<file path="src/rtl/memory_master_pkg.sv">
// Shared types and default widths for the memory_master initiator.
package memory_master_pkg;

  localparam int DEF_DATA_W = 8;
  localparam int DEF_ADDR_W = 4;
  localparam int DEF_LEN_W  = 4;

  // Controller states: idle, write streaming, and the three-step read sequence.
  typedef enum logic [2:0] {
    ST_IDLE    = 3'd0,
    ST_WR      = 3'd1,
    ST_RD_ADDR = 3'd2,
    ST_RD_WAIT = 3'd3,
    ST_RD_RSP  = 3'd4
  } state_t;

endpackage

</file>
<file path="src/rtl/memory_master_addr_gen.sv">
// Burst address and beat counter: loads on command accept, steps once per
// non-final beat. Address wraps modulo the memory depth; the counter saturates at 0.
module memory_master_addr_gen
  import memory_master_pkg::*;
#(
  parameter int ADDR_W = DEF_ADDR_W,
  parameter int LEN_W  = DEF_LEN_W
) (
  input  logic              clk,
  input  logic              rst_n,
  input  logic              i_load,
  input  logic [ADDR_W-1:0] i_addr,
  input  logic [LEN_W-1:0]  i_len,
  input  logic              i_advance,
  output logic [ADDR_W-1:0] o_addr,
  output logic [LEN_W-1:0]  o_beats,
  output logic              o_last
);

  logic [ADDR_W-1:0] r_addr;
  logic [LEN_W-1:0]  r_beats;

  // Load start address / remaining beats, or step to the next beat.
  always_ff @(posedge clk or negedge rst_n) begin
    if (!rst_n) begin
      r_addr  <= '0;
      r_beats <= '0;
    end else if (i_load) begin
      r_addr  <= i_addr;
      r_beats <= i_len;
    end else if (i_advance && (r_beats != '0)) begin
      r_addr  <= r_addr + 1'b1;
      r_beats <= r_beats - 1'b1;
    end
  end

  assign o_addr  = r_addr;
  assign o_beats = r_beats;
  assign o_last  = (r_beats == '0);

endmodule

</file>
<file path="src/rtl/memory_master.sv">
// Burst initiator for a clocked single-port memory with a one-cycle registered read.
// Write beats pass straight through to the memory on handshake; read beats are
// fetched one at a time (address, wait, respond) and held until consumed.
module memory_master
  import memory_master_pkg::*;
#(
  parameter int DATA_W = DEF_DATA_W,
  parameter int ADDR_W = DEF_ADDR_W,
  parameter int LEN_W  = DEF_LEN_W
) (
  input  logic              clk,
  input  logic              rst_n,
  input  logic              cmd_valid,
  output logic              cmd_ready,
  input  logic              cmd_write,
  input  logic [ADDR_W-1:0] cmd_addr,
  input  logic [LEN_W-1:0]  cmd_len,
  input  logic              wr_valid,
  output logic              wr_ready,
  input  logic [DATA_W-1:0] wr_data,
  output logic              rsp_valid,
  input  logic              rsp_ready,
  output logic [DATA_W-1:0] rsp_data,
  output logic              rsp_last,
  output logic              busy,
  output logic              mem_read_write,
  output logic [ADDR_W-1:0] mem_address,
  output logic [DATA_W-1:0] mem_data_in,
  input  logic [DATA_W-1:0] mem_data_out
);

  state_t            r_state;
  state_t            w_state_next;
  logic              w_load;
  logic              w_advance;
  logic              w_last;
  logic [ADDR_W-1:0] w_addr;
  logic [LEN_W-1:0]  w_beats;
  logic              w_wr_hs;
  logic              w_rsp_hs;
  logic              r_rsp_valid;
  logic              r_rsp_last;
  logic [DATA_W-1:0] r_rsp_data;

  memory_master_addr_gen #(
    .ADDR_W (ADDR_W),
    .LEN_W  (LEN_W)
  ) u_addr_gen (
    .clk       (clk),
    .rst_n     (rst_n),
    .i_load    (w_load),
    .i_addr    (cmd_addr),
    .i_len     (cmd_len),
    .i_advance (w_advance),
    .o_addr    (w_addr),
    .o_beats   (w_beats),
    .o_last    (w_last)
  );

  assign w_wr_hs  = (r_state == ST_WR) && wr_valid;
  assign w_rsp_hs = (r_state == ST_RD_RSP) && r_rsp_valid && rsp_ready;

  // State register.
  always_ff @(posedge clk or negedge rst_n) begin
    if (!rst_n) r_state <= ST_IDLE;
    else        r_state <= w_state_next;
  end

  // Next-state, command load and beat-advance decisions.
  always_comb begin
    w_state_next = r_state;
    w_load       = 1'b0;
    w_advance    = 1'b0;
    case (r_state)
      ST_IDLE: begin
        if (cmd_valid) begin
          w_load       = 1'b1;
          w_state_next = cmd_write ? ST_WR : ST_RD_ADDR;
        end
      end
      ST_WR: begin
        if (w_wr_hs) begin
          if (w_last) w_state_next = ST_IDLE;
          else        w_advance    = 1'b1;
        end
      end
      ST_RD_ADDR: w_state_next = ST_RD_WAIT;
      ST_RD_WAIT: w_state_next = ST_RD_RSP;
      ST_RD_RSP: begin
        if (w_rsp_hs) begin
          if (r_rsp_last) begin
            w_state_next = ST_IDLE;
          end else begin
            w_advance    = 1'b1;
            w_state_next = ST_RD_ADDR;
          end
        end
      end
      default: w_state_next = ST_IDLE;
    endcase
  end

  // Response register: capture the memory's registered read, hold until consumed.
  always_ff @(posedge clk or negedge rst_n) begin
    if (!rst_n) begin
      r_rsp_valid <= 1'b0;
      r_rsp_last  <= 1'b0;
      r_rsp_data  <= '0;
    end else if (r_state == ST_RD_WAIT) begin
      r_rsp_valid <= 1'b1;
      r_rsp_last  <= w_last;
      r_rsp_data  <= mem_data_out;
    end else if (w_rsp_hs) begin
      r_rsp_valid <= 1'b0;
    end
  end

  assign cmd_ready      = (r_state == ST_IDLE);
  assign wr_ready       = (r_state == ST_WR);
  assign busy           = (r_state != ST_IDLE);
  assign rsp_valid      = r_rsp_valid;
  assign rsp_last       = r_rsp_last;
  assign rsp_data       = r_rsp_data;
  // Only a write beat handshake writes; every other cycle is a harmless read.
  assign mem_read_write = w_wr_hs;
  assign mem_address    = w_addr;
  assign mem_data_in    = wr_data;

endmodule

</file>
<file path="config.mk">
export PLATFORM = sky130hd
export DESIGN_NAME = memory_master
export DESIGN_NICKNAME = d
export VERILOG_FILES = /design/src/rtl/memory_master_pkg.sv /design/src/rtl/memory_master_addr_gen.sv /design/src/rtl/memory_master.sv
export SDC_FILE = /design/constraint.sdc
export NUM_CORES = 1
export LEC_CHECK = 0
export BUFFER_PORTS_ARGS = -buffer_cell sky130_fd_sc_hd__buf_4
export CAP_MARGIN = 10
export CORE_MARGIN = 8
export CORE_UTILIZATION = 44
export CTS_CLUSTER_DIAMETER = 50
export CTS_CLUSTER_SIZE = 24
export DETAILED_ROUTE_END_ITERATION = 16
export HOLD_SLACK_MARGIN = 0.06
export PLACE_DENSITY_LB_ADDON = 0.1
export SLEW_MARGIN = 20
export SYNTH_ARGS = -nofsm -noshare
export SYNTH_HDL_FRONTEND = slang
export SYNTH_HIERARCHICAL = 1
export SYNTH_SLANG_ARGS = --single-unit
</file>
<file path="constraint.sdc">
create_clock -name clk -period 2.8 [get_ports clk]
set_input_delay 0.28 -clock clk [delete_from_list [all_inputs] [get_ports clk]]
set_output_delay 0.28 -clock clk [all_outputs]
set_load 0.02 [all_outputs]
</file>
## Word-level counts from Yosys, hierarchy flattened

Index checks and enable logic that the tools add are counted.

- Bits of input ports: 30
- Bits in registers: 21
- Logic and storage cells: 47
- Output and inout bits: 26

- Equal/unequal tests: 8
- $add $sub $neg: 2
- Reduce and logical (&&, ||, !) cells: 11
- Muxes and demuxes: 20

Operators by type and width:

| kind | number |
|---|---|
| 4-bit two-way mux | 4 |
| 3-bit one-hot mux with 5 select lines | 1 |
| 3-bit two-way mux | 4 |
| 1-bit two-way mux | 8 |
| 3-bit by 2-bit equality test with 1-bit output, second input constant | 2 |
| 4-bit by 1-bit adder with 4-bit output, second input constant | 1 |
| 1-bit logical AND | 4 |
| 4-bit logical NOT | 1 |
| 2-bit two-way mux | 2 |
| 2-bit by 1-bit inequality test with 1-bit output, second input constant | 2 |
| 2-bit inequality test, second input constant | 2 |
| 4-bit AND reduction | 1 |
| 2-bit nonzero test | 2 |
| 4-bit nonzero test | 1 |
| 4-bit by 1-bit subtractor with 4-bit output, second input constant | 1 |
| 3-bit by 1-bit equality test with 1-bit output, second input constant | 1 |
| 3-bit equality test, second input constant | 1 |
| 3-bit logical NOT | 1 |
| 3-bit nonzero test | 1 |
| 1-bit one-hot mux with 2 select lines | 1 |

## Longest topological paths before layout

Gate-level depths: netlist of the first run.

- Depth in word-level cells: 8
- Gate-level depth with buffers: 9
- Mapped depth without buffers: 8

## Modules after synthesis

Netlist of the first run, hierarchy kept.

By module, submodules not included:

| module | area an instance (um^2) | times used | cells an instance |
|---|---|---|---|
| memory_master | 624.3 | 1 | 55 |
| memory_master_addr_gen | 467.9 | 1 | 52 |

## Least setup slack after synthesis of the first run

No wires, ideal clock.

- Path kind: flip-flop to flip-flop
- From: reg r_state[1]
- To: reg u_addr_gen.r_beats[3], in the netlist u_addr_gen/o_beats[3]
- Arrival: 2.518 ns
- Setup slack: 0.200 ns
- Data required time: 2.718 ns
- Setup time: 0.082 ns
- Cell stages (with the launch flop): 8
- Path through: dfrtp_1 > buf_2 > nor3b_1 > nand2_1 > o21ai_0 > inv_1 > or4_1 > a31oi_1

RTL lines:

| what | RTL line | text |
|---|---|---|
| from (decl) | memory_master.sv:32 | `state_t r_state;` |
| from (signal assigned) | memory_master.sv:66 | `else r_state <= w_state_next;` |
| 3-bit by 1-bit equality test with 1-bit output * | -- |  |
| named net wr_ready | memory_master.sv:19 | `output logic wr_ready,` |
| 1-bit logical AND | memory_master.sv:60 | `assign w_wr_hs = (r_state == ST_WR) && wr_valid;` |
| 1-bit two-way mux | memory_master.sv:82 | `if (w_wr_hs) begin` |
| 1-bit one-hot mux with 2 select lines * | memory_master.sv:74 | `case (r_state)` |
| named net w_advance | memory_master.sv:35 | `logic w_advance;` |
| 1-bit logical AND * | memory_master_addr_gen.sv:31 | `end else if (i_advance && (r_beats != '0)) begin` |
| 2-bit nonzero test (no source line) * | -- |  |
| to (signal assigned) | memory_master_addr_gen.sv:30 | `r_beats <= i_len;` |
| to (signal assigned) | memory_master_addr_gen.sv:33 | `r_beats <= r_beats - 1'b1;` |
| to (decl) | memory_master_addr_gen.sv:21 | `logic [LEN_W-1:0] r_beats;` |

Mark *: on every way through the listed nets, which the timed path passes. The rest lies on a longest branch.
A chain may end at the register's enable or synchronous reset.

## Worst setup path after layout of the first run

- From: reg r_state[1]
- To: reg u_addr_gen.r_beats[3], in the netlist u_addr_gen/o_beats[3]

- Cells in the longest elaborated chain, start to end: 7

Ends and longest elaborated chain:

| what | RTL line | text |
|---|---|---|
| 3-bit equality test | memory_master.sv:61, memory_master.sv:74 |  |
| 1-bit logical AND (2 in series) | memory_master.sv:61 | `assign w_rsp_hs = (r_state == ST_RD_RSP) && r_rsp_valid && rsp_ready;` |
| 1-bit two-way mux | memory_master.sv:90 | `if (w_rsp_hs) begin` |
| 1-bit one-hot mux with 2 select lines * | memory_master.sv:74 |  |
| named net w_advance | memory_master.sv:35 |  |
| 1-bit logical AND * | memory_master_addr_gen.sv:31 |  |
| 2-bit nonzero test (no source line) * | -- |  |

Marked as above.

==> results.ini, run 1 <==
[status]
run_status=completed

[synth]
synth.top_cells.by_area=dfrtp_1, mux2_2, buf_4
synth-seq-area-share_pct=48.1
syn_inst=107
synth_seq_cells=21
synth_cell_types=31
synth_edf_count=0
async_flop_share_pct=100
synth_top_area_share_pct=48.1
syn_nets=139
synth_ff_type=dfrtp_1
yosysTopAreaCell=dfrtp_1
yosys-top-cells-count=dfrtp_1, buf_4, mux2_2, nand2_1, o21ai_0
syn_area_per_cell_um2=10.2
synthesis.area_mm2=0.00109
synth_most_common_cell=dfrtp_1
synth_warnings=6

[power_and_ir_drop]
p_per_area_mw_per_mm2=1170
switching_share_pct=43.2
total_leakage_power_nw=0.666
p_int_uw=923
ir_drop_mv=0.763
pwr-share-comb_pct=54.9
power_frac_seq_pct=35.8
p_clk_share_pct=9.3
p_sw_uw=701

[setup_path]
critPathCaptureType=register
start_kind=register
critPathMaxFanout=8
critical_path_required_ns=3.04
crit_type=reg2reg
arrival_ns=2.40

[place]
place.port_buffers=39
place_congestion=0.807
hpwl_mm=1.97
pre_cts_ws_ns=0.686

[global_route]
grt_pass1_wl_mm=4.31
grt_overflow=0
first_global_vias=961
grt_use_total_pct=12.4
antenna_found_initial=0
grt_max_degree=22

[route]
vias=906
wl_mm=2.50
drcViolationCount=0
first_pass_iters=4
first_iter_violations=51
routedWlPerCell_um=14.6
drtAntennaViolNets=0
avgViaCountPerCell=5.30

[timing]
worstMarginPinSlew_ns=0.339
drv_slew=0
rsz0062_at_grt=false
fin_hold_ws_ns=0.175
setup-violations-final=0
period_needed_ns=2.16
hold_violations=0
fin_skew_ns=0.00128
setup_tns_ns=0
finalCritPeriodShare_pct=77.0
relSlewSlack_pct=77.4
fmax_mhz=464
timing.final.ws_setup_ns=0.644

[clock_tree]
h-tree-depth=1
cts_buffers=3
clk_pin_slew_ns=0.12
clock_latency_ns=0.31
cts_tree=yes
root_buffer=clkbuf_4
cts_sinks=21
clock_path_buffers=2

[die]
ioPinCount=56
rows=18
die_w_um=65.8
core_mm2=0.00241
die_area_mm2=0.00433
die_h_um=65.8
initial_core_util_pct=45.3

[final_layout]
syn_to_final_growth_pct=26.6
drive_above_1_share_pct=39.7
fillers=223
diodes=0
layout.nets=174
fin_util_pct=57.4
seq_area_um2=526
multi_input_area_um2=448

[job]
maxCapViolations=0

[min_path]
hp-class=in2reg

==> cell families (layout without fill, tap and decap cells) <==
group           Yosys count  after routing  share of synthesized area [%]
simple gates             31             31                           15.8
buf+inv                  20             54                           10.9
fa+ha+maj                 2              2                           2.29
compound gates           24             24                           13.6
mux                       9              9                           9.28
flops                    21             21                           48.1
==> flip-flops by register name, summed over array words and instances (netlist names) <==
register and cells:
rsp_valid 1, rsp_data 8, rsp_last 1, r_state 3
u_addr_gen/o_beats 4, u_addr_gen/o_addr 4
==> layout make-up <==
type	instances	share of cell area [%]
Sequential cell	21	38.0
Multi-Input combinational cell	66	32.4
Timing Repair Buffer	41	22.4
Tap cell	30	2.71
Inverter	9	2.44
Clock buffer	3	1.63
Clock inverter	1	0.362
==> worst max-delay path, cell delays in order, from the launching register on <==
cell and delay [ns]:
dfrtp_1 0.48, nor2_1 0.19, or4b_1 0.47, o21ai_0 0.12
inv_1 0.15, or4_1 0.51, a31oi_1 0.17
==> layer usage <==
| metal | track usage (%) | part of all wire (%) | vias up |
|---|---|---|---|
| met5 | 0 | 0 | - |
| met4 | 3.81 | 1.4 | 0 |
| met3 | 5.59 | 10 | 6 |
| met2 | 21.4 | 49 | 32 |
| met1 | 13.0 | 39 | 426 |
| li1 | - | - | 442 |
==> placed cells by master, fill, tap and decap left out, drive strengths merged <==
cell          n
dlygate4sd3   1
or4           2
or3b          1
o211ai        1
o31a          1
nand3         4
nand2         8
dfrtp        21
nor2          6
a31oi         5
or3           3
o21ai         8
and4b         1
ha            2
nor3b         1
o31ai         1
mux2          9
and2          1
nor3          1
or4b          1
nand4         1
a2bb2oi       2
clkinv        1
clkbuf        3
nand3b        1
a21o          1
inv           9
buf          40
a21oi         4
a221oi        1
==> metrics by stage <==
| stage | power, mW | instances | cell area, um2 |
|---|---|---|---|
| 6_report | 1.62 | 171 | 1380 |
| 5_1_grt | 1.76 | 171 | 1380 |
| 4_1_cts | 1.64 | 171 | 1380 |
| 3_5_place_dp | 1.49 | 166 | 1350 |
| 3_3_place_gp | 1.46 | 166 | 1350 |
| 2_1_floorplan | 1.15 | 107 | 1090 |
==> worst paths after layout <==
kind,startpoint,end,slack (ns),cells past startpoint
max in group asynchronous,rst_n,rsp_valid$_DFFE_PN0P_,2.22,2
min in group asynchronous,rst_n,u_addr_gen/o_beats[3]$_DFFE_PN0P_,0.37,2
min,cmd_len[2],u_addr_gen/o_beats[2]$_DFFE_PN0P_,0.17,3
min reg2reg,rsp_data[4]$_DFFE_PN0P_,rsp_data[4]$_DFFE_PN0P_,0.53,1
max reg2reg,r_state[1]$_DFFE_PN0P_,u_addr_gen/o_beats[3]$_DFFE_PN0P_,0.64,6
max,r_state[1]$_DFFE_PN0P_,u_addr_gen/o_beats[3]$_DFFE_PN0P_,0.64,6
==> what timing repair did <==
item | 4_1_cts | 5_1_grt
gates resized for setup | 0 | 0
hold endpoints to repair | 21 | 0
hold buffers | 1 | 0
setup buffers | 0 | 0
==> power by group through the flow <==
stage,logic [mW],registers (mW),clock network [mW]
floorplan,0.470,0.682,0
global route,0.980,0.610,0.166
CTS,0.905,0.580,0.157
global placement,0.883,0.582,0
detailed placement,0.900,0.588,0
finish,0.891,0.581,0.152
No activity file was read; power rests on OpenSTA's default activity.
==> inputs of run 2 (changes only) <==
--- a/config.mk
+++ b/config.mk
@@ -5,10 +5,11 @@
 export SDC_FILE = /design/constraint.sdc
 export NUM_CORES = 1
 export LEC_CHECK = 0
+export ABC_AREA = 1
 export BUFFER_PORTS_ARGS = -buffer_cell sky130_fd_sc_hd__buf_4
 export CAP_MARGIN = 10
 export CORE_MARGIN = 8
-export CORE_UTILIZATION = 44
+export CORE_UTILIZATION = 42
 export CTS_CLUSTER_DIAMETER = 50
 export CTS_CLUSTER_SIZE = 24
 export DETAILED_ROUTE_END_ITERATION = 16
==> constraint.sdc (replaced) <==
create_clock -name clk -period 1.8 [get_ports clk]
set_input_delay 0.18 -clock clk [delete_from_list [all_inputs] [get_ports clk]]
set_output_delay 0.18 -clock clk [all_outputs]
set_load 0.02 [all_outputs]
==> results.ini, run 2 <==
[clock_tree]
post_cts_buffers=0  ; unchanged
cts_tree=yes
h-tree-depth=1  ; unchanged
holdBufCountCts=1  ; unchanged
root_buffer=clkbuf_4
clock_latency_ns=0.31  ; about the same
cts_buffers=3  ; unchanged
clk_pin_slew_ns=0.13  ; about the same
cts_sinks=21  ; unchanged
cts_resized=0  ; unchanged
clock_path_buffers=2  ; unchanged

[final_layout]
drive_above_1_share_pct=39.9  ; +0.18 points
layout.nets=226  ; +30%
fillers=307  ; +38%
largest_reg_flops=8  ; unchanged
final_cell_mix=buf_4, nand2_1, inv_1, dfrtp_1, nand3_1
final_common_cell=buf_4
diodes=0  ; unchanged
multi_input_area_um2=599  ; +34%
seq_area_um2=526  ; unchanged
syn_to_final_growth_pct=23.6
fin_util_pct=53.4  ; -4.0 points
stdcell_area_mm2=0.00160  ; +16%

[timing]
drv_slew=0  ; unchanged
fin_skew_ns=0.0121  ; +0.0108 ns
relSlewSlack_pct=74.6  ; -2.8 points
finalCritPeriodShare_pct=91.5  ; +15 points
fin_hold_ws_ns=0.0836  ; -0.0910 ns
hold_violations=0  ; unchanged
setup-violations-final=0  ; unchanged
setup_tns_ns=0  ; unchanged
rsz0062_at_grt=false
fmax_mhz=607  ; +31%
period_needed_ns=1.65  ; -0.509 ns
worstMarginPinSlew_ns=0.379  ; +0.0395 ns

[synth]
async_flop_share_pct=100  ; unchanged
syn_inst=157  ; +47%
synth_warnings=6  ; unchanged
synth_most_common_cell=nand2_1
synth_seq_cells=21  ; unchanged
syn_nets=189  ; +36%
synth.top_cells.by_area=dfrtp_1, nand2_1, o21ai_2
syn_area_per_cell_um2=8.26  ; -19%
synth_top_area_share_pct=40.5  ; -7.6 points
synthesis.area_mm2=0.00130  ; +19%
synth_ff_type=dfrtp_1
yosysTopAreaCell=dfrtp_1
yosys-top-cells-count=nand2_1, dfrtp_1, inv_1, nand3_1, o21ai_2
synth_edf_count=0  ; unchanged
synth-seq-area-share_pct=40.5  ; -7.6 points
synth_cell_types=22  ; -29%

[route]
wl_mm=2.83  ; +13%
routedWlPerCell_um=12.5  ; -14%
first_pass_iters=5  ; +1
drcViolationCount=0  ; unchanged
drtAntennaViolNets=0  ; unchanged
avgViaCountPerCell=4.75  ; -10%
first_iter_violations=35  ; -31%
vias=1074  ; +19%

[global_route]
first_global_vias=1028  ; +7.0%
grt_use_total_pct=11.2  ; -1.2 points
grt_overflow=0  ; unchanged
grt_max_degree=22  ; unchanged
antenna_found_initial=0  ; unchanged
grt_pass1_wl_mm=4.68  ; +8.5%

[place]
hpwl_mm=2.25  ; +14%
place_congestion=0.810  ; +0.40%
placed_area_mm2=0.00156  ; +16%
place.port_buffers=39  ; unchanged

[setup_path]
cpMaxStageDelayCell=dfrtp_1
crit_type=reg2reg
ff2ff_path_depth=11  ; +5
path_common_cell=inv_1
arrival_ns=1.89  ; -0.51 ns
critical_path_required_ns=2.04  ; -1.00 ns
r2r-end=u_addr_gen/o_beats[3]$_DFFE_PN0P_
reg2reg_slack_ns=0.15  ; -0.49 ns
cpPeakStageDelay_ns=0.39  ; -0.12 ns
path_cells=inv_1, ha_1, nand2_4, inv_1, inv_1, nand2_1, o21ai_1, nand2_8, nor2_4, nand2_1, nand3_1
critPathCaptureType=register
start_kind=register
r2r-start=u_addr_gen/o_beats[0]$_DFFE_PN0P_
critPathMaxFanout=8  ; unchanged

[die]
rows=20  ; +2
initial_core_util_pct=43.2  ; -2.1 points
die_w_um=71.6  ; +8.7%
die_area_mm2=0.00512  ; +18%
core_mm2=0.00300  ; +25%
ioPinCount=56  ; unchanged
die_h_um=71.6  ; +8.7%

[power_and_ir_drop]
p_per_area_mw_per_mm2=1750  ; +49%
ir_drop_mv=0.762  ; -0.14%
total_leakage_power_nw=0.883  ; +33%

[status]
run_status=completed

[job]
maxCapViolations=0  ; unchanged

[min_path]
hold_path_end=u_addr_gen/o_addr[3]$_DFFE_PN0P_
whs_path_depth=3  ; unchanged
hp-class=in2reg
worstHoldStart=cmd_addr[3]

## run 2: cell count changes in the layout (fill, tap and decap cells not counted), moves of 4 or more
| cell | delta |
|---|---|
| nand2_2 | +9 |
| a21oi_1 | -4 |
| nand2_1 | +28 |
| o21ai_2 | +11 |
| a31oi_1 | -5 |
| inv_1 | +14 |
| o21ai_0 | -4 |
| mux2_2 | -9 |
| nand3_1 | +11 |
## run 2: routing by layer
layer,up-vias,routed length (um),GRT usage (%),part of all wire [%]
met5,-,0,0,0
met4,0,16,4.08,0.57
met3,2,238,4.74,8.4
met2,36,1390,18.5,49
met1,480,1180,12.5,42
li1,556,-,-,-
## run 2: worst max path at each step
stage | from | to | depth (start not counted)
floorplan | r_state[0]$_DFFE_PN0P_ | u_addr_gen/o_beats[1]$_DFFE_PN0P_ | 7
global placement | u_addr_gen/o_beats[0]$_DFFE_PN0P_ | u_addr_gen/o_beats[3]$_DFFE_PN0P_ | 11
detailed placement | u_addr_gen/o_beats[0]$_DFFE_PN0P_ | u_addr_gen/o_beats[3]$_DFFE_PN0P_ | 11
CTS | u_addr_gen/o_beats[0]$_DFFE_PN0P_ | u_addr_gen/o_beats[3]$_DFFE_PN0P_ | 11
global route | u_addr_gen/o_beats[0]$_DFFE_PN0P_ | u_addr_gen/o_beats[3]$_DFFE_PN0P_ | 11
finish | u_addr_gen/o_beats[0]$_DFFE_PN0P_ | u_addr_gen/o_beats[3]$_DFFE_PN0P_ | 11
## run 2: report_power, final
part	internal [mW]	switching, mW
combinational	0.707	0.969
clock	0.0829	0.149
sequential	0.690	0.215
## run 2: layout make-up
class	instances	share of cell area [%]
tap	33	2.57
timing repair buffer	43	20.4
sequential	21	32.8
inverter	22	5.15
clock buffer	3	1.40
clock inverter	1	0.312
multi-input combinational	103	37.4
## run 2: through the flow
| stage | instances | setup WS [ns] | power (mW) |
|---|---|---|---|
| 2_1_floorplan | 157 | 0.279 | 2.10 |
| 3_3_place_gp | 220 | 0.199 | 2.58 |
| 3_5_place_dp | 220 | 0.181 | 2.61 |
| 4_1_cts | 225 | 0.148 | 2.86 |
| 5_1_grt | 226 | 0.0289 | 3.06 |
| 6_report | 226 | 0.153 | 2.81 |
## run 2: logic make-up (layout without fill, tap and decap cells)
family / count (synthesis) / after routing / synth area share, %
AOI/OAI and AO/OA: 17 / 17 / 9.93
xor gates and xnor gates: 2 / 2 / 1.35
adders and majority gates: 2 / 2 / 1.93
buffers and inverters: 33 / 69 / 13.3
DFF: 21 / 21 / 40.5
and+or+nand+nor: 82 / 82 / 33.0
## run 2: worst max-delay path, delay by kind of cell (launching register included)
kind / cells / cell delay [ns]
AO/OA/AOI/OAI: 1 / 0.21
adder cells (fa/ha/maj): 1 / 0.25
buffers and inverters: 3 / 0.21
flip-flops: 1 / 0.39
AND/OR/NAND/NOR: 6 / 0.53
==> inputs of run 3 (changes only) <==
--- a/config.mk
+++ b/config.mk
@@ -9,7 +9,7 @@
 export BUFFER_PORTS_ARGS = -buffer_cell sky130_fd_sc_hd__buf_4
 export CAP_MARGIN = 10
 export CORE_MARGIN = 8
-export CORE_UTILIZATION = 42
+export CORE_UTILIZATION = 45
 export CTS_CLUSTER_DIAMETER = 50
 export CTS_CLUSTER_SIZE = 24
 export DETAILED_ROUTE_END_ITERATION = 16
==> constraint.sdc (replaced) <==
create_clock -name clk -period 1.7 [get_ports clk]
set_input_delay 0.17 -clock clk [delete_from_list [all_inputs] [get_ports clk]]
set_output_delay 0.17 -clock clk [all_outputs]
set_load 0.02 [all_outputs]
==> results.ini, run 3 (same netlist as run 2, synthesis figures left out) <==
[place]
place_inst=220  ; unchanged
place_congestion=0.808  ; -0.31%
placed_area_mm2=0.00157  ; +0.80%
hpwl_mm=2.33  ; +3.7%
place.port_buffers=39  ; unchanged
pre_cts_ws_ns=0.0350  ; -0.146 ns

[global_route]
grt_pass1_wl_mm=4.82  ; +2.9%
antenna_found_initial=0  ; unchanged
first_global_vias=1052  ; +2.3%
grt_use_total_pct=11.7  ; +0.53 points
grt_overflow=0  ; unchanged
grt_max_degree=22  ; unchanged

[route]
drtAntennaViolNets=0  ; unchanged
routedWlPerCell_um=12.9  ; +2.9%
drcViolationCount=0  ; unchanged
first_iter_violations=24  ; -31%
first_pass_iters=4  ; -1
vias=1082  ; +0.74%
wl_mm=2.91  ; +2.9%
avgViaCountPerCell=4.79  ; +0.74%

[timing]
period_needed_ns=1.58  ; -0.0723 ns
timing.final.ws_setup_ns=0.125  ; -0.0277 ns
finalCritPeriodShare_pct=92.6  ; +1.1 points
drv_slew=0  ; unchanged
relSlewSlack_pct=80.7  ; +6.1 points
setup-violations-final=0  ; unchanged
worstMarginPinSlew_ns=0.290  ; -0.0886 ns
fin_skew_ns=0.0131  ; +0.00101 ns
fin_hold_ws_ns=0.0848  ; +0.00119 ns
fmax_mhz=635  ; +4.6%
setup_tns_ns=0  ; unchanged
hold_violations=0  ; unchanged

[final_layout]
final_cell_mix=buf_4, nand2_1, inv_1, dfrtp_1, nand3_1
layout.nets=228  ; +0.88%
final_common_cell=buf_4
stdcell_area_mm2=0.00162  ; +0.86%
final_cells=226  ; unchanged
fin_util_pct=58.7  ; +5.2 points
diodes=0  ; unchanged
syn_to_final_growth_pct=24.7
fillers=261  ; -15%
drive_above_1_share_pct=41.5  ; +1.6 points
largest_reg_flops=8  ; unchanged

[setup_path]
crit_type=reg2reg
path_buf_inv=3  ; unchanged
cpMaxStageDelayCell=dfrtp_1
cpPeakStageDelay_ns=0.39  ; about the same
start_kind=register
arrival_ns=1.83  ; -0.06 ns
critPathMaxFanout=8  ; unchanged
critPathCaptureType=register
critical_path_required_ns=1.95  ; -0.09 ns
path_cells=inv_1, ha_1, nand2_4, inv_1, inv_1, nand2_1, o21ai_2, nand2_8, nor2_4, nand2_1, nand3_1
crit_family=simple AND/OR/NAND/NOR gates
path_common_cell=inv_1

[clock_tree]
cts_tree=yes
clk_pin_slew_ns=0.13  ; about the same
root_buffer=clkbuf_4
cts_buffers=3  ; unchanged
clock_path_buffers=2  ; unchanged
cts_sinks=21  ; unchanged
clock_latency_ns=0.31  ; about the same
h-tree-depth=1  ; unchanged

[die]
core_mm2=0.00276  ; -8.2%
die_area_mm2=0.00486  ; -5.2%
die_w_um=69.7  ; -2.6%
ioPinCount=56  ; unchanged
rows=19  ; -5.0%
initial_core_util_pct=47.1  ; +3.8 points
die_h_um=69.7  ; -2.6%

[status]
run_status=completed

[power_and_ir_drop]
total_leakage_power_nw=0.895  ; +1.4%
p_per_area_mw_per_mm2=1880  ; +7.1%
finalPower_mw=3.04  ; +8.0%
ir_drop_mv=1.07  ; +41%

[min_path]
hp-class=in2reg

[job]
maxCapViolations=0  ; unchanged

-- run 3: cell type report --
| class | count | area [um2] | share of cell area (%) |
|---|---|---|---|
| clock inverter | 1 | 5.00 | 0.309 |
| tap | 31 | 38.8 | 2.40 |
| timing repair buffer | 45 | 340 | 21.0 |
| sequential | 21 | 526 | 32.5 |
| clock buffer | 3 | 22.5 | 1.39 |
| multi-input combinational | 103 | 603 | 37.3 |
| inverter | 22 | 82.6 | 5.10 |
-- run 3: report_power, final --
group	total (mW)	switching, mW	internal (mW)
clock network	0.243	0.156	0.0877
registers	0.943	0.211	0.731
logic	1.85	1.07	0.786
total	3.04	1.43	1.61
-- run 3: path summary, 6_finish.rpt --
check                                                        from                                end  slack [ns]  cells past startpoint
worst min register to register            rsp_data[7]$_DFFE_PN0P_            rsp_data[7]$_DFFE_PN0P_        0.50                      2
worst max register to register  u_addr_gen/o_beats[0]$_DFFE_PN0P_  u_addr_gen/o_beats[3]$_DFFE_PN0P_        0.12                     11
worst max-delay path            u_addr_gen/o_beats[0]$_DFFE_PN0P_  u_addr_gen/o_beats[3]$_DFFE_PN0P_        0.12                     11
min in group asynchronous                                   rst_n  u_addr_gen/o_beats[0]$_DFFE_PN0P_        0.27                      2
worst min-delay path                                  cmd_addr[2]   u_addr_gen/o_addr[2]$_DFFE_PN0P_        0.08                      3
max in group asynchronous                                   rst_n   u_addr_gen/o_addr[2]$_DFFE_PN0P_        1.20                      2
-- run 3: repair_timing --
item	in CTS	in global routing
hold buffers	1	0
endpoints found under the setup margin	1	1
resized for setup	1	0
hold endpoints to repair	21	0
setup buffers	0	1
-- run 3: worst reg2reg max path: stages, from the launching register on --
cell,delay (ns)
dfrtp_1,0.39
inv_1,0.08
ha_1,0.26
nand2_4,0.12
inv_1,0.05
inv_1,0.08
nand2_1,0.07
o21ai_2,0.11
nand2_8,0.10
nor2_4,0.12
nand2_1,0.07
nand3_1,0.08
-- run 3: per-layer routing --
layer | vias to the layer above | part of all wire (%) | GRT usage (%)
met4 | 0 | 1.0 | 5.58
met5 | - | 0 | 0
met2 | 31 | 49 | 18.8
li1 | 559 | - | -
met3 | 6 | 7.5 | 4.01
met1 | 486 | 42 | 13.7
